===== src/rtl/game_flow_controller_pkg.sv =====
// Shared constants for the game-flow sequencer: state encodings, default
// timing/lives values and the life-LED thermometer helper.
package game_flow_controller_pkg;

  // Kept distinct from the older two-state IDLE/RUNNING localparams.
  typedef enum logic [1:0] {
    GF_IDLE    = 2'd0,
    GF_RUNNING = 2'd1,
    GF_HIT     = 2'd2,
    GF_OVER    = 2'd3
  } gf_state_t;

  localparam int C_LIVES_INI_DEF    = 3;
  localparam int C_LIVES_MAX_DEF    = 3;
  localparam int C_HIT_FRAMES_DEF   = 60;
  localparam int C_OVER_FRAMES_DEF  = 180;
  localparam int C_BLINK_FRAMES_DEF = 15;

  // Thermometer code for the life LEDs, bit0 = first life.
  function automatic logic [2:0] lives_therm(input logic [1:0] lives);
    logic [2:0] t;
    case (lives)
      2'd0:    t = 3'b000;
      2'd1:    t = 3'b001;
      2'd2:    t = 3'b011;
      default: t = 3'b111;
    endcase
    return t;
  endfunction

endpackage


===== src/rtl/game_flow_controller_if.sv =====
// Signal bundle between the game logic (collisions, VGA timing, switches)
// and the game-flow sequencer. The sequencer is the slave side.
interface game_flow_controller_if;
  logic       frame_tick;    // one pulse per frame
  logic       all_switch;    // debounced AND of all switches
  logic       has_collided;  // collision level
  logic       level_up;      // one pulse when the goal is reached
  logic       game_active;   // high only while running
  logic       respawn;       // one pulse per life lost
  logic [1:0] state;         // IDLE=0 RUNNING=1 HIT=2 OVER=3
  logic [1:0] lives;
  logic [2:0] life_leds;     // bit0 drives LED_4

  modport master (
    output frame_tick, all_switch, has_collided, level_up,
    input  game_active, respawn, state, lives, life_leds
  );

  modport slave (
    input  frame_tick, all_switch, has_collided, level_up,
    output game_active, respawn, state, lives, life_leds
  );
endinterface


===== src/rtl/game_flow_controller_frame_timer.sv =====
// 8-bit frame-tick counter. Held at zero while disabled; done pulses on the
// tick that completes lim ticks, and the count returns to zero with it.
module game_flow_controller_frame_timer (
  input  logic       i_Clk,
  input  logic       i_Rst_L,
  input  logic       en,
  input  logic       tick,
  input  logic [7:0] lim,
  output logic       done
);

  logic [7:0] cnt;

  assign done = en && tick && (cnt == lim - 8'd1);

  // Count ticks while enabled; clearing on disable gives a fresh count on entry.
  always_ff @(posedge i_Clk or negedge i_Rst_L) begin
    if (!i_Rst_L)   cnt <= 8'd0;
    else if (!en)   cnt <= 8'd0;
    else if (done)  cnt <= 8'd0;
    else if (tick)  cnt <= cnt + 8'd1;
  end

endmodule


===== src/rtl/game_flow_controller.sv =====
// Game-flow sequencer: IDLE -> RUNNING -> HIT (frozen respawn pause) or
// OVER (blinking LEDs) -> IDLE. Drives game-active for the frog controller
// and the life LEDs. All outputs are registered.
module game_flow_controller
  import game_flow_controller_pkg::*;
#(
  parameter int C_LIVES_INI    = C_LIVES_INI_DEF,
  parameter int C_LIVES_MAX    = C_LIVES_MAX_DEF,
  parameter int C_HIT_FRAMES   = C_HIT_FRAMES_DEF,
  parameter int C_OVER_FRAMES  = C_OVER_FRAMES_DEF,
  parameter int C_BLINK_FRAMES = C_BLINK_FRAMES_DEF
) (
  input  logic                   i_Clk,
  input  logic                   i_Rst_L,
  game_flow_controller_if.slave  bus
);

  localparam logic [7:0] HIT_LIM   = 8'(C_HIT_FRAMES);
  localparam logic [7:0] OVER_LIM  = 8'(C_OVER_FRAMES);
  localparam logic [7:0] BLINK_LIM = 8'(C_BLINK_FRAMES);
  localparam logic [1:0] LIVES_INI = 2'(C_LIVES_INI);
  localparam logic [1:0] LIVES_MAX = 2'(C_LIVES_MAX);

  gf_state_t  state_q, state_d;
  logic [1:0] lives_q, lives_d;
  logic       phase_q, phase_d;
  logic       respawn_q, respawn_d;
  logic       active_q;
  logic [2:0] leds_q, leds_d;
  logic       sw_q, col_q;
  logic       start, hit;
  logic       dur_en, dur_done, blink_en, blink_done;
  logic [7:0] dur_lim;

  assign start = bus.all_switch & ~sw_q;
  assign hit   = bus.has_collided & ~col_q;

  // Edge registers run in every state; switch starts high so a switch held
  // through reset cannot start a game.
  always_ff @(posedge i_Clk or negedge i_Rst_L) begin
    if (!i_Rst_L) begin
      sw_q  <= 1'b1;
      col_q <= 1'b0;
    end else begin
      sw_q  <= bus.all_switch;
      col_q <= bus.has_collided;
    end
  end

  assign dur_en   = (state_q == GF_HIT) || (state_q == GF_OVER);
  assign dur_lim  = (state_q == GF_HIT) ? HIT_LIM : OVER_LIM;
  assign blink_en = (state_q == GF_OVER);

  game_flow_controller_frame_timer u_dur (
    .i_Clk  (i_Clk),
    .i_Rst_L(i_Rst_L),
    .en     (dur_en),
    .tick   (bus.frame_tick),
    .lim    (dur_lim),
    .done   (dur_done)
  );

  game_flow_controller_frame_timer u_blink (
    .i_Clk  (i_Clk),
    .i_Rst_L(i_Rst_L),
    .en     (blink_en),
    .tick   (bus.frame_tick),
    .lim    (BLINK_LIM),
    .done   (blink_done)
  );

  // State and output registers, all loaded from next-state values.
  always_ff @(posedge i_Clk or negedge i_Rst_L) begin
    if (!i_Rst_L) begin
      state_q   <= GF_IDLE;
      lives_q   <= 2'd0;
      phase_q   <= 1'b0;
      respawn_q <= 1'b0;
      active_q  <= 1'b0;
      leds_q    <= 3'b000;
    end else begin
      state_q   <= state_d;
      lives_q   <= lives_d;
      phase_q   <= phase_d;
      respawn_q <= respawn_d;
      active_q  <= (state_d == GF_RUNNING);
      leds_q    <= leds_d;
    end
  end

  // Next state, lives and blink phase; hit beats a same-cycle level-up.
  always_comb begin
    state_d   = state_q;
    lives_d   = lives_q;
    phase_d   = 1'b0;
    respawn_d = 1'b0;
    case (state_q)
      GF_IDLE: begin
        if (start) begin
          lives_d = LIVES_INI;
          state_d = GF_RUNNING;
        end
      end
      GF_RUNNING: begin
        if (hit) begin
          respawn_d = 1'b1;
          lives_d   = lives_q - 2'd1;
          state_d   = (lives_q == 2'd1) ? GF_OVER : GF_HIT;
        end else if (bus.level_up && (lives_q < LIVES_MAX)) begin
          lives_d = lives_q + 2'd1;
        end
      end
      GF_HIT: begin
        if (dur_done) state_d = GF_RUNNING;
      end
      GF_OVER: begin
        phase_d = phase_q ^ blink_done;
        if (dur_done) state_d = GF_IDLE;
      end
      default: state_d = GF_IDLE;
    endcase
    leds_d = (state_d == GF_OVER) ? {3{phase_d}} : lives_therm(lives_d);
  end

  assign bus.game_active = active_q;
  assign bus.respawn     = respawn_q;
  assign bus.state       = state_q;
  assign bus.lives       = lives_q;
  assign bus.life_leds   = leds_q;

endmodule


===== src/flat_wrapper.sv =====
// flat-port wrapper written by rule: the top's interface ports become plain ports
module game_flow_controller_flat import game_flow_controller_pkg::*;
#(
  parameter int C_LIVES_INI    = C_LIVES_INI_DEF,
  parameter int C_LIVES_MAX    = C_LIVES_MAX_DEF,
  parameter int C_HIT_FRAMES   = C_HIT_FRAMES_DEF,
  parameter int C_OVER_FRAMES  = C_OVER_FRAMES_DEF,
  parameter int C_BLINK_FRAMES = C_BLINK_FRAMES_DEF
)
  (i_Clk, i_Rst_L, bus_frame_tick, bus_all_switch, bus_has_collided, bus_level_up, bus_game_active, bus_respawn, bus_state, bus_lives, bus_life_leds);
  game_flow_controller_if bus_i ();
  input  logic i_Clk;
  input  logic i_Rst_L;
  input wire logic [$bits(bus_i.frame_tick)-1:0] bus_frame_tick;
  input wire logic [$bits(bus_i.all_switch)-1:0] bus_all_switch;
  input wire logic [$bits(bus_i.has_collided)-1:0] bus_has_collided;
  input wire logic [$bits(bus_i.level_up)-1:0] bus_level_up;
  output wire logic [$bits(bus_i.game_active)-1:0] bus_game_active;
  output wire logic [$bits(bus_i.respawn)-1:0] bus_respawn;
  output wire logic [$bits(bus_i.state)-1:0] bus_state;
  output wire logic [$bits(bus_i.lives)-1:0] bus_lives;
  output wire logic [$bits(bus_i.life_leds)-1:0] bus_life_leds;
  assign bus_i.frame_tick = bus_frame_tick;
  assign bus_i.all_switch = bus_all_switch;
  assign bus_i.has_collided = bus_has_collided;
  assign bus_i.level_up = bus_level_up;
  assign bus_game_active = bus_i.game_active;
  assign bus_respawn = bus_i.respawn;
  assign bus_state = bus_i.state;
  assign bus_lives = bus_i.lives;
  assign bus_life_leds = bus_i.life_leds;
  game_flow_controller #(.C_LIVES_INI(C_LIVES_INI), .C_LIVES_MAX(C_LIVES_MAX), .C_HIT_FRAMES(C_HIT_FRAMES), .C_OVER_FRAMES(C_OVER_FRAMES), .C_BLINK_FRAMES(C_BLINK_FRAMES)) u_core (.i_Clk(i_Clk), .i_Rst_L(i_Rst_L), .bus(bus_i));
endmodule

===== config.mk =====
export PLATFORM = sky130hd
export DESIGN_NAME = game_flow_controller_flat
export DESIGN_NICKNAME = d
export VERILOG_FILES = /design/src/rtl/game_flow_controller_pkg.sv /design/src/rtl/game_flow_controller_if.sv /design/src/rtl/game_flow_controller_frame_timer.sv /design/src/rtl/game_flow_controller.sv /design/src/flat_wrapper.sv
export SDC_FILE = /design/constraint.sdc
export NUM_CORES = 1
export LEC_CHECK = 0
export CELL_PAD_IN_SITES_DETAIL_PLACEMENT = 1
export CELL_PAD_IN_SITES_GLOBAL_PLACEMENT = 1
export CORE_UTILIZATION = 37
export DETAILED_ROUTE_END_ITERATION = 10
export PLACE_DENSITY_LB_ADDON = 0.1
export SYNTH_ARGS = -nofsm -noshare
export SYNTH_HDL_FRONTEND = slang
export SYNTH_SLANG_ARGS = --single-unit
export TNS_END_PERCENT = 10

===== constraint.sdc =====
create_clock -name i_Clk -period 2.1 [get_ports i_Clk]
set_input_delay 0.21 -clock i_Clk [delete_from_list [all_inputs] [get_ports i_Clk]]
set_output_delay 0.21 -clock i_Clk [all_outputs]
set_load 0.02 [all_outputs]

=== Word level (Yosys, flattened, before mapping) ===
Index checks and enable logic that the tools add are counted.

* Flip-flop bits (word level): 28
* Input port bits: 6
* Output and inout port bits: 9
* Word-level logic and storage cells: 63

* Add/sub/neg operators: 5
* $lt $le $gt $ge: 1
* Equality and inequality tests: 12
* Multiplexer cells: 22
* Bitwise operators: 5
* Reductions and logical operators: 8

{| class="wikitable"
|+ Operators by type and width
! operator !! number
|-
| 8-bit 2-to-1 mux || 7
|-
| 8-bit by 1-bit adder with 8-bit output, second input constant || 2
|-
| 2-bit 2-to-1 mux || 7
|-
| 3-bit one-hot mux with 3 select lines || 1
|-
| 2-bit by 1-bit equality test with 1-bit output, second input constant || 4
|-
| 2-bit equality test, second input constant || 4
|-
| 8-bit by 4-bit equality test with 1-bit output, second input constant || 1
|-
| 8-bit equality test || 1
|-
| 2-bit one-hot mux with 4 select lines || 1
|-
| 8-bit by 1-bit subtractor with 8-bit output, second input constant || 1
|-
| 3-bit by 2-bit inequality test with 1-bit output, second input constant || 2
|-
| 1-bit logical AND || 5
|-
| 2-bit logical NOT || 2
|-
| 1-bit 2-to-1 mux || 4
|-
| 2-bit one-hot mux with 2 select lines || 1
|-
| 3-bit 2-to-1 mux || 1
|-
| 2-bit by 1-bit adder with 2-bit output, second input constant || 1
|-
| 1-bit bitwise AND || 2
|-
| 2-bit less-than comparator, second input constant || 1
|-
| 1-bit inverter || 2
|-
| 2-bit by 1-bit subtractor with 2-bit output, second input constant || 1
|-
| 1-bit logical OR || 1
|-
| 1-bit bitwise XOR || 1
|}

=== Depth between registers and ports, before layout ===
* Word-level depth: 9
* Depth in mapped cells: 8
* Mapped depth without buffers: 7

=== Cells and area by module ===
From an unflattened synthesis, not the netlist that was laid out.

* Cells, all modules: 228
* Area, all modules: 2220.9 µm²

{| class="wikitable"
|+ Modules (own cells, without submodules)
! module !! instances !! cells an instance !! area each (µm²) !! seq. area each (µm²)
|-
| game_flow_controller_frame_timer || 2 || 84 || 788.3 || 200.2
|-
| game_flow_controller || 1 || 60 || 644.4 || 301.5
|}

=== Worst setup path before layout ===
Ideal clock, no wire load.

* Kind: reg-to-reg
* From: reg u_core.state_q[0] (netlist: u_core.bus.state[0])
* To: reg u_core.leds_q[2] (netlist: u_core.bus.life_leds[2])
* Library setup time: 125 ps
* Arrival: 1761 ps
* Data required time: 1975 ps
* Path slack: 213 ps
* Stages on the path, launching flop included: 5
* Buffers on the path: 0
* Period minus slack after synthesis: 1887 ps
* Path through: dfrtp_1 > or3b_4 > a2111oi_4 > o21ai_2 > mux2_4

* Longest elaborated chain between the ends: 9
* Elaborated cells on any way between the ends: 26
* Classes of those cells: add/sub (1); eq/ne (7); mux (10); bitwise (1); reduce/logical (7)

{| class="wikitable"
|+ Ends and longest elaborated chain
! what !! RTL line !! source
|-
| from (decl) || game_flow_controller.sv:24 || <nowiki>gf_state_t state_q, state_d;</nowiki>
|-
| from (signal assigned) || game_flow_controller.sv:82 || <nowiki>state_q <= state_d;</nowiki>
|-
| 2-bit equality test || game_flow_controller.sv:50, game_flow_controller.sv:51, game_flow_controller.sv:97 ||
|-
| 8-bit 2-to-1 mux || game_flow_controller.sv:51 || <nowiki>assign dur_lim = (state_q == GF_HIT) ? HIT_LIM : OVER_LIM;</nowiki>
|-
| 8-bit by 1-bit subtractor with 8-bit output || game_flow_controller_frame_timer.sv:14 || <nowiki>assign done = en && tick && (cnt == lim - 8'd1);</nowiki>
|-
| 8-bit equality test || game_flow_controller_frame_timer.sv:14 ||
|-
| 1-bit logical AND || game_flow_controller_frame_timer.sv:14 ||
|-
| 2-bit 2-to-1 mux, on equally long branches || game_flow_controller.sv:118, game_flow_controller.sv:114 ||
|-
| 2-bit one-hot mux with 4 select lines || game_flow_controller.sv:97 || <nowiki>case (state_q)</nowiki>
|-
| 2-bit equality test || game_flow_controller.sv:122 || <nowiki>leds_d = (state_d == GF_OVER) ? {3{phase_d}} : lives_therm(lives_d);</nowiki>
|-
| 3-bit 2-to-1 mux (*) || game_flow_controller.sv:122 ||
|-
| net u_core.leds_d[2] || game_flow_controller.sv:29 || <nowiki>logic [2:0] leds_q, leds_d;</nowiki>
|-
| to (signal assigned) || game_flow_controller.sv:87 || <nowiki>leds_q <= leds_d;</nowiki>
|-
| to (decl) || game_flow_controller.sv:29 ||
|}

Mark *: on every way through the listed nets, which the timed path passes. The rest lies on a longest branch.
A chain may end at the register's enable or synchronous reset.

=== Worst setup path after layout ===
* From: reg u_core.u_blink.cnt[0]
* To: reg u_core.leds_q[2] (netlist: u_core.bus.life_leds[2])

* Longest elaborated chain between the ends: 5

{| class="wikitable"
|+ Ends and longest elaborated chain
! what !! RTL line !! source
|-
| from (decl) || game_flow_controller_frame_timer.sv:12 || <nowiki>logic [7:0] cnt;</nowiki>
|-
| from (signal assigned) || game_flow_controller_frame_timer.sv:21 || <nowiki>else if (tick) cnt <= cnt + 8'd1;</nowiki>
|-
| 8-bit by 4-bit equality test with 1-bit output || game_flow_controller_frame_timer.sv:14 ||
|-
| 1-bit logical AND || game_flow_controller_frame_timer.sv:14 ||
|-
| 1-bit bitwise XOR || game_flow_controller.sv:117 || <nowiki>phase_d = phase_q ^ blink_done;</nowiki>
|-
| 1-bit 2-to-1 mux || game_flow_controller.sv:97 ||
|-
| net u_core.phase_d || game_flow_controller.sv:26 || <nowiki>logic phase_q, phase_d;</nowiki>
|-
| 3-bit 2-to-1 mux || game_flow_controller.sv:122 ||
|-
| net u_core.leds_d[2] || game_flow_controller.sv:29 ||
|}

The timed path passes the listed nets, and every way through them passes these cells.

==> flow_metrics.tcl <==
set metrics [dict create \
    io_buffers 14 \
    cts_root_buf "clkbuf_8" \
    antenna_cells 0 \
    start_util_pct 39.8 \
    power_mw 2.08 \
    worst_pin_slew_ns 0.534 \
    syn2layout_area_growth_pct 20.8 \
    hold_viol 0 \
    dr.pass1.iters 4 \
    synthTopCellsByCount "dfrtp_1, nor2_1, nand2_1, o21ai_0" \
    clock_latency_ns 0.28 \
    status "finished clean" \
    seq_area_frac_synth_pct 46.5 \
    power_switching_share_pct 37.0 \
    yosysUniqueCellTypes 45 \
    antenna_found_initial 0 \
    synth_top_family_by_area "simple AND/OR/NAND/NOR gates" \
    clockBufferDepth 2 \
    wl_um 3430 \
    yosys.area_share.adder_pct 4.14 \
    grt-ovfl-total 0 \
    vias_per_cell 5.50 \
    finalSetupViolCount 0 \
    synth_top_area_share_pct 44.7 \
    path_clk_slew_ns 0.10 \
    place_congestion 0.813 \
    htreeDepth 1 \
    crit_slowest_cell "or4b_1" \
    crit_fanout 2 \
    fin_skew_ns 0.00498 \
    antenna_left 0 \
    peakVddDrop_v 0.000651 \
    synth_edf_count 0 \
    muxShareOfSynthArea_pct 2.32 \
    required_ns 2.27 \
    placed_area_um2 1750 \
    fin_crit_sh_pct 91.4 \
    drive_above_1_share_pct 11.4 \
    synth_ff_type "dfrtp_1" \
    yosysTopAreaCell "dfrtp_1" \
    yosysMostFrequentCell "dfrtp_1" \
    drt_iter0_drc 60 \
    wl_per_cell_um 15.3 \
    synth_nets 165 \
    synthesis.area_um2 1510 \
    period_needed_ns 1.92 \
    cts_resized 0 \
    rsz0062_at_grt "false" \
    die_w_um 65.9 \
    synth_area_per_cell_um2 9.81 \
    power_frac_comb_pct 41.5 \
    vias 1233 \
    path_cells "inv_1 > ha_1 > or4b_1 > nor4_2 > xnor2_1 > nor2_1 > mux2_4" \
    fillers 432 \
    max_freq_mhz 521 \
    cts_hold_buffers 0 \
    setup_tns_ns 0 \
    pwr_density_cell_nw_per_um2 1140 \
    finalNetCount 188 \
    design.core.area_um2 3800 \
    io_pins 15 \
    grt_pass1_wl_um 6050 \
    die_h_um 65.9 \
    p_clk_share_pct 20.5 \
    critical_path_class "reg2reg" \
    p_leak_nw 0.753 \
    yosys_warnings 0 \
    synth_simple_gate_area_share_pct 24.0 \
    cap_violations 0 \
    post_cts_buffers 0 \
    relSlewSlack_pct 64.3 \
    p_int_mw 1.31 \
    synth-async-reset-ratio_pct 100 \
    cts.sinks 28 \
    start_kind "flop" \
    synth-compound-area-share_pct 17.1 \
    dp_hpwl_um 2580 \
    final_util_pct 48.0 \
    die_area_um2 4340 \
    cts_buffers 3 \
    synthXorXnorAreaFrac_pct 3.48 \
    drc_errors 0 \
    grt_usage_pct 18.2 \
    p_switching_uw 769 \
    syn_inst 154 \
    ys_top_cells_by_area "dfrtp_1, ha_1, nor2_1" \
    row_count 22 \
    slew_viol_final 0 \
    design_area_um2 1820 \
    cts_tree "built" \
    synth_seq_cells 28 \
    pwr-share-seq_pct 37.9 \
    first_global_vias 1324 \
    hold_class "in2async" \
    critPathMaxStageDelay_ns 0.49 \
    grt_max_degree 29 \
    cp-end-kind "flop" \
    cp_data_arrival_time_ns 2.09 \
]
[through the flow]
step,worst slack (ns),hold slack (ns),instances
after CTS,0.155,0.315,224
after global routing,0.0114,0.312,224
after floorplan,0.213,-0.0856,154
final,0.181,0.310,224
after detailed placement,0.150,0.479,220
after global placement,0.172,0.471,220
[power by group through the flow]
stage | logic [mW] | registers (mW) | clock network [mW]
finish | 0.863 | 0.787 | 0.427
detailed placement | 0.870 | 0.798 | 0
floorplan | 0.453 | 0.867 | 0
global placement | 0.846 | 0.795 | 0
global route | 0.953 | 0.815 | 0.463
CTS | 0.875 | 0.790 | 0.446
[worst max-delay path: cells and delay by family, from the launching register on]
family,cells,cell delay (ns)
fa+ha+maj,1,0.13
buf+inv,1,0.07
xor+xnor,1,0.19
mux,1,0.26
simple gates,3,0.78
flops,1,0.39
[sequential cells by signal, indices dropped and copies added, names as in the netlist]
register                count
u_core.phase_q              1
u_core.sw_q                 1
u_core.col_q                1
u_core.bus.game_active      1
u_core.u_blink.cnt          8
u_core.bus.state            2
u_core.bus.lives            2
u_core.bus.life_leds        3
u_core.bus.respawn          1
u_core.u_dur.cnt            8
[worst paths after layout]
kind,from,end,slack (ns),cells after the start
min,i_Rst_L,u_core.u_dur.cnt[1],0.31,2
max in group asynchronous,i_Rst_L,u_core.sw_q,1.48,2
min reg2reg,u_core.u_blink.cnt[7],u_core.u_blink.cnt[7],0.49,1
max,u_core.u_blink.cnt[0],u_core.bus.life_leds[2],0.18,7
min in group i_Clk,bus_all_switch,u_core.sw_q,0.35,1
max reg2reg,u_core.u_blink.cnt[0],u_core.bus.life_leds[2],0.18,7
[cell families (layout without fill, tap and decap cells)]
kind of cell / Yosys count / in the layout
flops: 28 / 28
fa+ha+maj: 5 / 5
simple gates: 67 / 67
xor+xnor: 6 / 6
buf+inv: 9 / 31
compound gates: 36 / 36
mux: 3 / 3
[routing by layer]
metal  GRT usage, %  up-vias  wire [µm]
met5              0        -          0
met4           5.43        0         42
met3           3.97        6         98
met2           29.8       18       1660
met1           23.9      616       1620
li1               -      593          -
[layout make-up]
| type | count | area, µm² | share of cell area (%) |
|---|---|---|---|
| inverters | 5 | 18.8 | 1.03 |
| well taps | 48 | 60.1 | 3.29 |
| clock buffers | 3 | 41.3 | 2.26 |
| repair buffers | 22 | 200 | 11.0 |
| multi-input cells | 117 | 772 | 42.3 |
| flip-flops and latches | 28 | 702 | 38.5 |
| clock inverters | 1 | 30.0 | 1.65 |
[placed cells by master (no fill, tap or decap), types with 4 or more instances in the layout]
master / count
nor2b_1: 5
ha_1: 5
o21ai_1: 7
inv_1: 5
dfrtp_1: 27
nand3_1: 6
nand2b_1: 5
nand2_1: 14
nor3_1: 4
a21oi_1: 5
clkdlybuf4s50_1: 14
buf_4: 8
o21ai_0: 6
nor2_1: 15
Note: power is estimated with default switching activity, not from simulation.
